**config.mk**
```make
export PLATFORM = sky130hd
export DESIGN_NAME = decode_hazard_ctrl_flat
export DESIGN_NICKNAME = d
export VERILOG_FILES = /design/src/rtl/decode_hazard_if.sv /design/src/rtl/decode_hazard_ctrl.sv /design/src/flat_wrapper.sv
export SDC_FILE = /design/constraint.sdc
export NUM_CORES = 1
export LEC_CHECK = 0
export BUFFER_PORTS_ARGS = -buffer_cell sky130_fd_sc_hd__buf_2
export CAP_MARGIN = 10
export CORE_MARGIN = 2
export CORE_UTILIZATION = 32
export CTS_BUF_LIST = sky130_fd_sc_hd__clkbuf_2 sky130_fd_sc_hd__clkbuf_4 sky130_fd_sc_hd__clkbuf_8
export DETAILED_ROUTE_END_ITERATION = 10
export SLEW_MARGIN = 30
export SYNTH_ARGS = -nofsm -noshare
export SYNTH_HDL_FRONTEND = slang
export SYNTH_SLANG_ARGS = --single-unit
```
**constraint.sdc**
```tcl
create_clock -name clk -period 2.8 [get_ports clk]
set_input_delay 0.56 -clock clk [delete_from_list [all_inputs] [get_ports clk]]
set_output_delay 0.56 -clock clk [all_outputs]
set_load 0.02 [all_outputs]
```
**src/rtl/decode_hazard_if.sv**
```systemverilog
// Decode-stage hazard bundle: decode slot description in, stall and forwarding selects out.
// The master drives the decode instruction; the slave is the hazard controller.
interface decode_hazard_if #(
    parameter int SIZE  = 32,
    parameter int CNT_W = 32
);
    localparam int BITS = (SIZE > 1) ? $clog2(SIZE) : 1;

    logic            id_valid;
    logic [BITS-1:0] id_rs;
    logic [BITS-1:0] id_rt;
    logic            id_use_rs;
    logic            id_use_rt;
    logic [BITS-1:0] id_dest;
    logic            id_wr;
    logic            id_load;
    logic            flush;
    logic            stall;
    logic [1:0]      fwd_a;
    logic [1:0]      fwd_b;
    logic [CNT_W-1:0] stall_count;

    modport master (
        output id_valid, id_rs, id_rt, id_use_rs, id_use_rt, id_dest, id_wr, id_load, flush,
        input  stall, fwd_a, fwd_b, stall_count
    );

    modport slave (
        input  id_valid, id_rs, id_rt, id_use_rs, id_use_rt, id_dest, id_wr, id_load, flush,
        output stall, fwd_a, fwd_b, stall_count
    );
endinterface

```
**src/rtl/decode_hazard_ctrl.sv**
```systemverilog
// Decode hazard scheduler: tracks EX/MEM destinations, stalls on load-use, issues forward selects.
// `define FWD_STALL_EN removes forwarding and stalls on any RAW against EX or MEM instead.
module decode_hazard_ctrl #(
    parameter int SIZE  = 32,
    parameter int CNT_W = 32
) (
    input  logic           clk,
    input  logic           reset,
    decode_hazard_if.slave hz
);
    localparam int BITS = (SIZE > 1) ? $clog2(SIZE) : 1;

    logic            ex_v, ex_wr, ex_load;
    logic [BITS-1:0] ex_dest;
    logic            mem_v, mem_wr;
    logic [BITS-1:0] mem_dest;
    logic            ex_hit_a, ex_hit_b, mem_hit_a, mem_hit_b;
    logic            bubble;

    function automatic logic slot_match(input logic v, input logic wr, input logic [BITS-1:0] dest,
                                        input logic [BITS-1:0] r, input logic use_r);
        return v && wr && (dest == r) && (r != '0) && use_r;
    endfunction

    function automatic logic [CNT_W-1:0] sat_inc(input logic [CNT_W-1:0] c);
        return (&c) ? c : c + CNT_W'(1);
    endfunction

    always_comb begin
        ex_hit_a  = slot_match(ex_v,  ex_wr,  ex_dest,  hz.id_rs, hz.id_use_rs);
        ex_hit_b  = slot_match(ex_v,  ex_wr,  ex_dest,  hz.id_rt, hz.id_use_rt);
        mem_hit_a = slot_match(mem_v, mem_wr, mem_dest, hz.id_rs, hz.id_use_rs);
        mem_hit_b = slot_match(mem_v, mem_wr, mem_dest, hz.id_rt, hz.id_use_rt);
`ifdef FWD_STALL_EN
        hz.stall  = hz.id_valid && !hz.flush && (ex_hit_a || ex_hit_b || mem_hit_a || mem_hit_b);
`else
        hz.stall  = hz.id_valid && !hz.flush && ex_load && (ex_hit_a || ex_hit_b);
`endif
        bubble    = hz.stall || hz.flush || !hz.id_valid;
    end

    // ID -> EX -> MEM slot control; EX and MEM always advance, a stall only injects a bubble
    always_ff @(posedge clk or negedge reset) begin
        if (!reset) begin
            ex_v           <= 1'b0;
            mem_v          <= 1'b0;
            hz.stall_count <= '0;
        end else begin
            ex_v  <= !bubble;
            mem_v <= ex_v;
            if (hz.stall)
                hz.stall_count <= sat_inc(hz.stall_count);
        end
    end

    // Slot payload is qualified by the valid bits, so it carries no reset
    always_ff @(posedge clk) begin
        ex_dest  <= hz.id_dest;
        ex_wr    <= hz.id_wr;
        ex_load  <= hz.id_load;
        mem_dest <= ex_dest;
        mem_wr   <= ex_wr;
    end

`ifdef FWD_STALL_EN
    assign hz.fwd_a = 2'b00;
    assign hz.fwd_b = 2'b00;
`else
    // EX-stage operand selects; the EX slot is the youngest producer and wins over MEM
    always_ff @(posedge clk or negedge reset) begin
        if (!reset) begin
            hz.fwd_a <= 2'b00;
            hz.fwd_b <= 2'b00;
        end else begin
            hz.fwd_a <= bubble ? 2'b00 : ex_hit_a ? 2'b01 : mem_hit_a ? 2'b10 : 2'b00;
            hz.fwd_b <= bubble ? 2'b00 : ex_hit_b ? 2'b01 : mem_hit_b ? 2'b10 : 2'b00;
        end
    end
`endif
endmodule
```
**src/flat_wrapper.sv**
```systemverilog
// flat-port wrapper written by rule: the top's interface ports become plain ports
module decode_hazard_ctrl_flat 
#(
    parameter int SIZE  = 32,
    parameter int CNT_W = 32
)
  (clk, reset, hz_id_valid, hz_id_rs, hz_id_rt, hz_id_use_rs, hz_id_use_rt, hz_id_dest, hz_id_wr, hz_id_load, hz_flush, hz_stall, hz_fwd_a, hz_fwd_b, hz_stall_count);
  decode_hazard_if #(.SIZE(SIZE), .CNT_W(CNT_W)) hz_i ();
  input  logic clk;
  input  logic reset;
  input wire logic [$bits(hz_i.id_valid)-1:0] hz_id_valid;
  input wire logic [$bits(hz_i.id_rs)-1:0] hz_id_rs;
  input wire logic [$bits(hz_i.id_rt)-1:0] hz_id_rt;
  input wire logic [$bits(hz_i.id_use_rs)-1:0] hz_id_use_rs;
  input wire logic [$bits(hz_i.id_use_rt)-1:0] hz_id_use_rt;
  input wire logic [$bits(hz_i.id_dest)-1:0] hz_id_dest;
  input wire logic [$bits(hz_i.id_wr)-1:0] hz_id_wr;
  input wire logic [$bits(hz_i.id_load)-1:0] hz_id_load;
  input wire logic [$bits(hz_i.flush)-1:0] hz_flush;
  output wire logic [$bits(hz_i.stall)-1:0] hz_stall;
  output wire logic [$bits(hz_i.fwd_a)-1:0] hz_fwd_a;
  output wire logic [$bits(hz_i.fwd_b)-1:0] hz_fwd_b;
  output wire logic [$bits(hz_i.stall_count)-1:0] hz_stall_count;
  assign hz_i.id_valid = hz_id_valid;
  assign hz_i.id_rs = hz_id_rs;
  assign hz_i.id_rt = hz_id_rt;
  assign hz_i.id_use_rs = hz_id_use_rs;
  assign hz_i.id_use_rt = hz_id_use_rt;
  assign hz_i.id_dest = hz_id_dest;
  assign hz_i.id_wr = hz_id_wr;
  assign hz_i.id_load = hz_id_load;
  assign hz_i.flush = hz_flush;
  assign hz_stall = hz_i.stall;
  assign hz_fwd_a = hz_i.fwd_a;
  assign hz_fwd_b = hz_i.fwd_b;
  assign hz_stall_count = hz_i.stall_count;
  decode_hazard_ctrl #(.SIZE(SIZE), .CNT_W(CNT_W)) u_core (.clk(clk), .reset(reset), .hz(hz_i));
endmodule
```
Yosys cells after proc, flatten, opt, wreduce, memory -nomap -nowiden

Index checks and enable logic that the tools add are counted.

Reductions and logical operators: 27
Equality and inequality tests: 4
$add $sub $neg: 1
Muxes and demuxes: 6
Bitwise logic cells: 1

Operator list:

| cell                                          | number |
|---|---|
| adder 32 x 1 -> 32 bit, second input constant | 1 |
| AND reduction 32 bit                          | 1 |
| == test 5 bit                                 | 4 |
| logical AND 1 bit                             | 17 |
| 2-to-1 mux 2 bit                              | 6 |
| nonzero test 5 bit                            | 2 |
| zero test 1 bit                               | 3 |
| logical OR 1 bit                              | 3 |
| AND reduction 2 bit                           | 1 |
| inverter 1 bit                                | 1 |

Register bits: 51
Word-level logic and storage cells: 49
Bits of input ports: 23
Output and inout bits: 37

Longest topological paths before layout

Gate-level depths: netlist of the first run.

Depth after elaboration: 9
Mapped depth: 8
Gate-level depth less buffers: 7

Least setup slack after synthesis of the first run

Ideal clock, no wire load.

Path kind: input to register
From: in hz_id_rt[2]
To: reg u_core.hz.stall_count[5]
Library setup time: 0.130 ns
Path slack: 0.447 ns
Arrival: 2.222 ns
Cell stages on the path: 6
Data required time: 2.670 ns
Cells stage by stage: xnor2_1 -> nand4_1 -> or4_4 -> a21o_1 -> or4b_1 -> xnor2_1

Longest elaborated chain between the ends: 7
Elaborated cells between the ends (all ways): 8
Those cells by class: eq/ne: 1; reduce/logical: 7

RTL lines:

| item                                | RTL line                 | RTL |
|---|---|---|
| from (decl)                         | flat_wrapper.sv:13       | `input wire logic [$bits(hz_i.id_rt)-1:0] hz_id_rt;` |
| == test 5 bit                       | decode_hazard_ctrl.sv:22 | `return v && wr && (dest == r) && (r != '0) && use_r;` |
| logical AND 1 bit                   | decode_hazard_ctrl.sv:22 |  |
| logical AND 1 bit (*) (2 in series) | decode_hazard_ctrl.sv:22 |  |
| logical OR 1 bit (*)                | decode_hazard_ctrl.sv:37 | `hz.stall = hz.id_valid && !hz.flush && ex_load && (ex_hit_a \|\| ex_hit_b);` |
| logical AND 1 bit (*)               | decode_hazard_ctrl.sv:37 |  |
| AND reduction 2 bit (no line) (*)   | n/a                      |  |
| to (signal assigned)                | decode_hazard_ctrl.sv:52 | `hz.stall_count <= sat_inc(hz.stall_count);` |
| to (decl)                           | decode_hazard_if.sv:30   | `output stall, fwd_a, fwd_b, stall_count` |

Every way passes the cells marked *; elsewhere a longest branch is shown, timed or not.
A chain may end at the register's enable or synchronous reset.

Worst setup path in the final report of the first run

From: in hz_id_rt[1]
To: out hz_stall

Longest elaborated chain between the ends: 6
Elaborated cells between the ends (all ways): 7
Those cells by class: eq/ne: 1; reduce/logical: 6

RTL lines:

| item                                | RTL line                 | RTL |
|---|---|---|
| == test 5 bit                       | decode_hazard_ctrl.sv:22 |  |
| logical AND 1 bit                   | decode_hazard_ctrl.sv:22 |  |
| logical AND 1 bit (*) (2 in series) | decode_hazard_ctrl.sv:22 |  |
| logical OR 1 bit (*)                | decode_hazard_ctrl.sv:37 |  |
| logical AND 1 bit (*)               | decode_hazard_ctrl.sv:37 |  |
| to (decl)                           | flat_wrapper.sv:20       | `output wire logic [$bits(hz_i.stall)-1:0] hz_stall;` |

Marked as above.

==> flow_summary.yaml, run 1 <==
setup_path:
  cp_slowest_stage_delay_ps: 510
  critPathLaunchType: "primary input"
  crit_path_max_fanout: 6
  cp.required_ps: 2240
  crit_top_cell: "buf_2"
  rr_worst_depth: 6
  endpoint_kind: "output pin"
  worstSetupPathType: "primary input to output pin"
  cp.arrival_ps: 2080
  critPathSlowestCell: "or4_1"
  cp_cell_sequence: "buf_2, or4_1, o21ai_1, or4_4, a21o_1, inv_1, buf_2"
routing:
  dr.pass1.iters: 7
  dr.first_iter.drc_count: 93
  drc: 2
  routedWlPerCell_um: 12.7
  totalWireLength_um: 4710
  routed_via_density: 4.72
  vias: 1746
  ant_nets: 0
clock_network:
  clkSlewWorstSetupHoldPaths_ps: 100
  cts_tree: "done"
  h-tree-depth: 2
  clock_sinks: 51
  post-cts-setup-buffers: 0
  cts_buffers: 5
  cts_root_buf: "clkbuf_8"
  insertion_delay_ps: 310
  postCtsHoldBufs: 0
  max-clock-path-buffers: 2
  cts-resized-gates: 0
timing:
  hold_slack_ps: 168
  rsz0062_at_grt: "no"
  maxSlewViolCount: 0
  setup_viol: 0
  tns_ps: 0
  relSlewSlack_pct: 73.6
  final.min_clock_period_ps: 2640
  tightest_slew_ps: 392
  fin_crit_sh_pct: 94.2
  fin_skew_ps: 9.00
  hold_violations: 0
  max_freq_ghz: 0.379
grt:
  grt_max_degree: 39
  overflow: 0
  use_met3_pct: 2.73
  antenna_found_initial: 0
  grt.busiest_layer: "met2"
  grt_util_all_layers_pct: 12.6
  grt_first_pass_wirelength_um: 7690
  grt_pass1_vias: 1611
  use_met2_pct: 20.6
  met1_usage_pct: 16.8
pwr:
  ir_worst_vdd_mv: 0.258
  power_density_nw_per_um2: 448
  power.leakage_uw: 0.00133
place:
  gp_congestion: 0.798
  port_buffers: 59
  hpwl_um: 3590
cells_and_area:
  syn2layout_area_growth_pct: 24.6
  utilization_pct: 41.3
  layout-drive-gt1-share_pct: 28.1
  layout.nets: 297
  n_fill_cell: 684
  num_antenna_cells: 0
yosys:
  synth_top_area_share_pct: 42.0
  ys_types: 28
  synth_area_um2: 2260
  synth_cells: 203
  syn-num-nets: 227
  synth_area_leaders: "dfrtp_1 (42%), xnor2_1 (15%), dfxtp_1 (11%)"
  synth-edff-count: 0
  ys.flop_type: "dfrtp_1"
  yosysWarnings: 0
  synth.most_common_cell: "xnor2_1"
  yosysTopAreaCell: "dfrtp_1"
  async_flop_share_pct: 74.5
  synth-seq-cells: 51
  synth_common_cells: "xnor2_1 (39), dfrtp_1 (38), nand3_1 (17), nand4_1 (17), dfxtp_1 (13)"
  yosysSeqAreaShare_pct: 53.5
  syn_area_per_cell_um2: 11.1
floorplan:
  core_um2: 6830
  die_h_um: 88.1
  start_util_pct: 33.1
  dieArea_um2: 7760
  rows: 30
  io_pins: 60
  die_w_um: 88.1
outcome:
  violations: "design-rule violations"
  status: "complete, but fails checks"
hold_path:
  hold_class: "primary input to asynchronous set/reset pin"
job:
  maxCapViolCount: 0
## kinds of logic after synthesis
kind of cell    count (synthesis)  synth area share, %
xor+xnor                       49                 19.0
simple gates                   87                 22.2
fa+ha+maj                       1                0.553
mux                             3                 1.44
compound gates                  5                 1.88
flops                          51                 53.5
buf+inv                         7                 1.49
## through the flow
stage | power, uW | setup slack (ps) | instance area, um2 | std cells
final | 1260 | 163 | 2820 | 370
after global routing | 1330 | 80.3 | 2820 | 370
after CTS | 1280 | 148 | 2790 | 369
after detailed placement | 841 | 148 | 2700 | 361
after global placement | 840 | 172 | 2700 | 361
after floorplan | 801 | 447 | 2260 | 203
## state kept, by name, indices dropped and copies added, names as in the netlist
name,cells
u_core.mem_v,1
u_core.ex_dest,5
u_core.hz.fwd_a,2
u_core.mem_dest,5
u_core.ex_v,1
u_core.hz.stall_count,32
u_core.hz.fwd_b,2
u_core.ex_wr,1
u_core.mem_wr,1
u_core.ex_load,1
## final cells by class
type / count / area [um2] / area share (%)
clock buffer: 5 / 68.8 / 2.44
clock inverter: 3 / 22.5 / 0.799
inverter: 5 / 18.8 / 0.665
multi-input combinational: 145 / 1020 / 36.1
sequential: 51 / 1210 / 42.9
tap: 96 / 120 / 4.26
timing repair buffer: 65 / 360 / 12.8
## path summary, 6_finish.rpt
kind | from | to | slack, ps
hold reg to reg | u_core.ex_wr$_DFF_P_ | u_core.mem_wr$_DFF_P_ | 370
min in group clk | hz_id_dest[2] | u_core.ex_dest[2]$_DFF_P_ | 340
max in group asynchronous | reset | u_core.hz.stall_count[21]$_DFFE_PN0P_ | 2180
hold / removal | reset | u_core.hz.stall_count[3]$_DFFE_PN0P_ | 170
setup reg to reg | u_core.ex_dest[2]$_DFF_P_ | u_core.hz.stall_count[5]$_DFFE_PN0P_ | 510
setup / recovery | hz_id_rt[1] | hz_stall | 160
## layer usage
| metal | up-vias | part of all wire (%) |
|---|---|---|
| met4 | 0 | 1.3 |
| met1 | 824 | 46 |
| met5 | - | 0 |
| li1 | 864 | - |
| met3 | 7 | 5.1 |
| met2 | 51 | 48 |
## critical path, delay by kind of cell
| kind | cells | cell delay (ps) |
|---|---|---|
| AO/OA/AOI/OAI | 2 | 440 |
| buffers and inverters | 3 | 360 |
| AND/OR/NAND/NOR | 2 | 710 |
## power by group
group | total (uW) | switching, uW | internal (uW)
Clock | 434 | 253 | 181
Combinational | 72.8 | 37.1 | 35.7
Sequential | 755 | 10.0 | 745
## cells in the final DEF (no fill, tap or decap)
cell type  netlist  routed
a211oi_4         1       1
a21o_1           1       1
and2b_1          1       1
and3_1           6       6
and4_1           5       5
buf_16           0       1
buf_2            0      59
buf_4            2       5
clkbuf_8         0       5
clkinv_2         0       1
dfrtp_1         38      38
dfxtp_1         13      13
ha_1             1       1
inv_1            5       5
inv_6            0       2
mux2_1           1       1
mux2_2           1       1
mux2i_1          1       1
nand2_1         12      12
nand3_1         17      17
nand4_1         17      17
nor2_1           8       8
nor2b_1          1       1
nor3_1           4       4
nor4_1           6       6
o21ai_0          1       1
o21ai_1          2       2
or3_1            2       2
or4_1            5       5
or4_4            2       2
or4b_1           1       1
xnor2_1         39      39
xor2_1          10      10
(Power assumes the default switching activity.)
==> run 2: changes to the inputs <==
Settings changed: CELL_PAD_IN_SITES_DETAIL_PLACEMENT set to 1, CELL_PAD_IN_SITES_GLOBAL_PLACEMENT set to 1, PLACE_DENSITY_LB_ADDON set to 0.1.
==> run 2 against run 1 <==
Clock-buffer cell count up 3; critical endpoint unchanged; clock skew up 1.1 ps; the flow now finishes without violations; clock power up 6.9%; worst hold slack better by 49 ps; cell count down 0.54%.
==> flow_summary.yaml, run 2 (same netlist as run 1, synthesis figures left out) <==
outcome:
  status: "complete, no violations"
timing:
  final.min_clock_period_ps: 2610
  fin_crit_sh_pct: 93.3
  fin_skew_ps: 10.1
  tightest_slew_ps: 497
  hold_violations: 0
  relSlewSlack_pct: 66.6
  rsz0062_at_grt: "no"
  setup_viol: 0
  maxSlewViolCount: 0
  max_freq_ghz: 0.383
  tns_ps: 0
clock_network:
  clock_sinks: 51
  max-clock-path-buffers: 2
  postCtsHoldBufs: 0
  insertion_delay_ps: 300
  clkSlewWorstSetupHoldPaths_ps: 90
  cts_root_buf: "clkbuf_8"
  h-tree-depth: 2
  cts_tree: "done"
  cts-resized-gates: 0
  post-cts-setup-buffers: 0
  cts_buffers: 5
grt:
  met1_usage_pct: 17.5
  grt_max_degree: 39
  use_met2_pct: 25.2
  antenna_found_initial: 0
  use_met3_pct: 2.92
  grt_pass1_vias: 1756
  overflow: 0
  grt.busiest_layer: "met2"
  grt_first_pass_wirelength_um: 8550
  grt_util_all_layers_pct: 14.1
setup_path:
  crit_top_cell: "buf_2"
  cp_cell_sequence: "buf_2, or4_1, o21ai_1, or4_4, a21o_1, inv_1, buf_2"
  endpoint: "hz_stall"
  cp_slowest_stage_delay_ps: 510
  cp.required_ps: 2240
  endpoint_kind: "output pin"
  r2r_slack_ps: 450
  critPathSlowestCell: "or4_1"
  rr_worst_depth: 8
  critPathLaunchType: "primary input"
  critPathLaunch: "hz_id_rt[1]"
  crit_path_max_fanout: 6
  r2r-start: "u_core.hz.stall_count[0]$_DFFE_PN0P_"
  worstSetupPathType: "primary input to output pin"
  r2r-end: "u_core.hz.stall_count[27]$_DFFE_PN0P_"
  cp.arrival_ps: 2050
pwr:
  p_int_uw: 1010
  swShare_pct: 21.3
  power.leakage_uw: 0.00132
  netSwitchingPower_uw: 275
  power_density_nw_per_um2: 460
  power.share.clock_pct: 36.0
  p_comb_share_pct: 5.3
  seq_power_share_pct: 58.6
  ir_worst_vdd_mv: 0.201
routing:
  drc: 0
  routedWlPerCell_um: 14.1
  ant_nets: 0
  routed_via_density: 4.73
  vias: 1740
  dr.pass1.iters: 2
  totalWireLength_um: 5180
  dr.first_iter.drc_count: 31
job:
  maxCapViolCount: 0
cells_and_area:
  largest_reg_flops: 32
  layout.nets: 295
  utilization_pct: 41.0
  top_register: "u_core.hz.stall_count"
  syn2layout_area_growth_pct: 23.7
  top_regs: "u_core.hz.stall_count x32, u_core.ex_dest x5, u_core.mem_dest x5"
  num_antenna_cells: 0
  most-common-layout-cells: "buf_2 (58), xnor2_1 (39), dfrtp_1 (38)"
  layout-drive-gt1-share_pct: 27.6
  mostFrequentLayoutCell: "buf_2"
floorplan:
  core_um2: 6830
  dieArea_um2: 7760
  die_h_um: 88.1
  rows: 30
  io_pins: 60
  die_w_um: 88.1
  start_util_pct: 33.1
place:
  gp_congestion: 0.730
  port_buffers: 59
  hpwl_um: 4060
hold_path:
  hold_class: "primary input to asynchronous set/reset pin"
## run 2: stage by stage
step,hold WS [ps],worst slack (ps),total power (uW),area [um2],instances
CTS,350,149,1310,2800,368
floorplan,264,447,801,2260,203
global placement,339,171,842,2690,360
detailed placement,338,155,842,2690,360
finish,217,187,1290,2800,368
global route,250,39.4,1350,2800,368
## run 2: area by class of cell
cell class | instances | area [um2]
clock buffers | 8 | 104
fillers | 820 | 4030
inverters | 5 | 18.8
multi-input cells | 145 | 1020
flip-flops and latches | 51 | 1210
well taps | 96 | 120
repair buffers | 63 | 328
## run 2: worst min-delay path by stage
stage                                                end  cells after the start                  from  slack, ps
finish              u_core.hz.stall_count[0]$_DFFE_PN0P_                      1                 reset        220
detailed placement                 u_core.mem_wr$_DFF_P_                      0  u_core.ex_wr$_DFF_P_        340
floorplan                          u_core.ex_v$_DFF_PN0_                      0                 reset        260
CTS                            u_core.ex_dest[0]$_DFF_P_                      1         hz_id_dest[0]        350
global placement                   u_core.mem_wr$_DFF_P_                      0  u_core.ex_wr$_DFF_P_        340
global route        u_core.hz.stall_count[9]$_DFFE_PN0P_                      1                 reset        250
## run 2: worst max-delay path, delay by kind of cell
kind / cells / cell delay (ps)
AND/OR/NAND/NOR: 2 / 710
buffers and inverters: 3 / 360
AO/OA/AOI/OAI: 2 / 420
## run 2: layer usage
layer / up-vias / part of all wire [%] / wire (um)
met4: 0 / 0.79 / 41
li1: 860 / - / -
met5: - / 0 / 0
met2: 38 / 51 / 2640
met3: 5 / 3.6 / 188
met1: 837 / 45 / 2310
## run 2: power by group through the flow
stage	Clock [uW]	Sequential, uW	Combinational, uW
finish	464	755	68.8
global placement	0	771	70.9
global route	514	757	80.1
CTS	487	756	71.1
detailed placement	0	771	70.9
floorplan	0	769	31.6
==> run 3: changes to the inputs <==
Settings changed: SETUP_SLACK_MARGIN set to 0.5.
==> run 3 against run 2 <==
Via count rose by 8.2%; largest cell class unchanged; clock skew rose by 1.9 ps; critical path type unchanged; first-iteration DRC count rose by 26%; die area did not move; sequential share of layout area fell by 6.0 points; clock power rose by 1%; utilization rose by 7.6 points; sequential cell count did not move; sequential power barely moved; wire length rose by 18%; cell count rose by 6.0%.
==> flow_summary.yaml, run 3 (same netlist as run 1, synthesis figures left out) <==
clock_network:
  clock_sinks: 51
  max-clock-path-buffers: 2
  h-tree-depth: 2
  insertion_delay_ps: 300
  cts_root_buf: "clkbuf_8"
  cts_tree: "done"
  clkSlewWorstSetupHoldPaths_ps: 100
  cts_buffers: 5
cells_and_area:
  layout.nets: 317
  top_regs: "u_core.hz.stall_count x32, u_core.ex_dest x5, u_core.mem_dest x5"
  top_register: "u_core.hz.stall_count"
  n_fill_cell: 776
  largest_reg_flops: 32
  syn2layout_area_growth_pct: 46.6
  num_antenna_cells: 0
  mostFrequentLayoutCell: "buf_2"
  most-common-layout-cells: "buf_2 (53), xnor2_1 (29), dfrtp_1 (29)"
  layout-drive-gt1-share_pct: 49.3
pwr:
  power_density_nw_per_um2: 402
  ir_worst_vdd_mv: 0.195
  power.leakage_uw: 0.00153
place:
  hpwl_um: 4020
  gp_congestion: 0.778
  pre_cts_ws_ps: 159
  port_buffers: 59
timing:
  rsz0062_at_grt: "yes"
  fin_crit_sh_pct: 86.0
  fin_skew_ps: 12.0
  tightest_slew_ps: 556
  setup_viol: 0
  maxSlewViolCount: 0
  hold_slack_ps: 214
  tns_ps: 0
  fin_ws_ps: 393
  final.min_clock_period_ps: 2410
  max_freq_ghz: 0.415
  relSlewSlack_pct: 62.6
  hold_violations: 0
routing:
  totalWireLength_um: 6120
  dr.pass1.iters: 4
  routed_via_density: 4.83
  dr.first_iter.drc_count: 39
  routedWlPerCell_um: 15.7
  ant_nets: 0
  vias: 1883
  drc: 0
floorplan:
  start_util_pct: 33.1
  core_um2: 6830
  io_pins: 60
  dieArea_um2: 7760
  die_h_um: 88.1
  rows: 30
  die_w_um: 88.1
setup_path:
  critPathLaunchType: "primary input"
  crit_path_max_fanout: 3
  critPathSlowestCell: "or4_4"
  rr_worst_depth: 9
  worstSetupPathType: "primary input to output pin"
  cp.depth: 7
  cp.buffers_inverters: 3
  cp_cell_sequence: "buf_2, xnor2_2, nand4_1, or4_4, a21o_4, inv_2, buf_6"
  cp.required_ps: 2240
  endpoint_kind: "output pin"
  crit_family: "simple AND/OR/NAND/NOR gates"
  cp_slowest_stage_delay_ps: 510
  cp.arrival_ps: 1850
grt:
  met1_usage_pct: 18.6
  grt_max_degree: 39
  use_met3_pct: 3.11
  antenna_found_initial: 0
  use_met2_pct: 27.5
  grt.busiest_layer: "met2"
  grt_util_all_layers_pct: 15.2
  grt_pass1_vias: 1872
  grt_first_pass_wirelength_um: 9120
  overflow: 0
hold_path:
  hold_class: "primary input to asynchronous set/reset pin"
job:
  maxCapViolCount: 0
outcome:
  status: "complete, no violations"
[run 3: worst paths after layout]
kind | startpoint | end | slack [ps]
max in group asynchronous | reset | u_core.hz.stall_count[11]$_DFFE_PN0P_ | 2220
min in group clk | hz_id_dest[0] | u_core.ex_dest[0]$_DFF_P_ | 360
hold / removal | reset | u_core.hz.stall_count[0]$_DFFE_PN0P_ | 210
hold reg to reg | u_core.ex_wr$_DFF_P_ | u_core.mem_wr$_DFF_P_ | 360
setup / recovery | hz_id_rt[0] | hz_stall | 390
setup reg to reg | u_core.ex_dest[0]$_DFF_P_ | u_core.hz.stall_count[1]$_DFFE_PN0P_ | 450
[run 3: per-layer routing]
metal	up-vias	share of wire, %
met5	-	0
met4	0	1.3
met3	7	3.4
met2	41	53
met1	935	42
li1	900	-
[run 3: worst reg2reg max path, delay by kind of cell (launching register included)]
kind	cells	cell delay (ps)
and+or+nand+nor	2	640
DFF	1	370
buffers and inverters	4	560
AOI/OAI and AO/OA	1	240
muxes	1	300
xor gates and xnor gates	1	140
[run 3: per-stage QoR]
step / power (uW) / std cells / util [%] / area, um2
6_report: 1330 / 390 / 48.6 / 3320
5_1_grt: 1390 / 390 / 48.6 / 3320
4_1_cts: 1350 / 380 / 44.3 / 3020
3_5_place_dp: 849 / 360 / 40.1 / 2740
3_3_place_gp: 848 / 360 / 40.1 / 2740
2_1_floorplan: 805 / 203 / - / 2300
[run 3: layout make-up]
class | instances | area (um2) | share of cell area [%]
tap | 96 | 120 | 3.62
sequential | 51 | 1240 | 37.3
timing repair buffer | 85 | 609 | 18.4
inverter | 5 | 18.8 | 0.566
multi-input combinational | 145 | 1230 | 37.1
clock buffer | 8 | 104 | 3.13
[run 3: what timing repair did]
action	in CTS	in global routing
setup buffers	12	7
endpoints found under the setup margin	1	33
hold buffers	0	0
cloned	0	3
gates resized for setup	27	43
pin swaps	10	18
[run 3: report_power, final]
| part | internal [uW] | leakage (uW) | total (uW) | switching (uW) |
|---|---|---|---|---|
| logic | 56.1 | 0.000860 | 106 | 49.7 |
| clock network | 236 | 0.0000549 | 470 | 235 |
| registers | 745 | 0.000619 | 757 | 12.4 |
| total | 1040 | 0.00153 | 1330 | 297 |
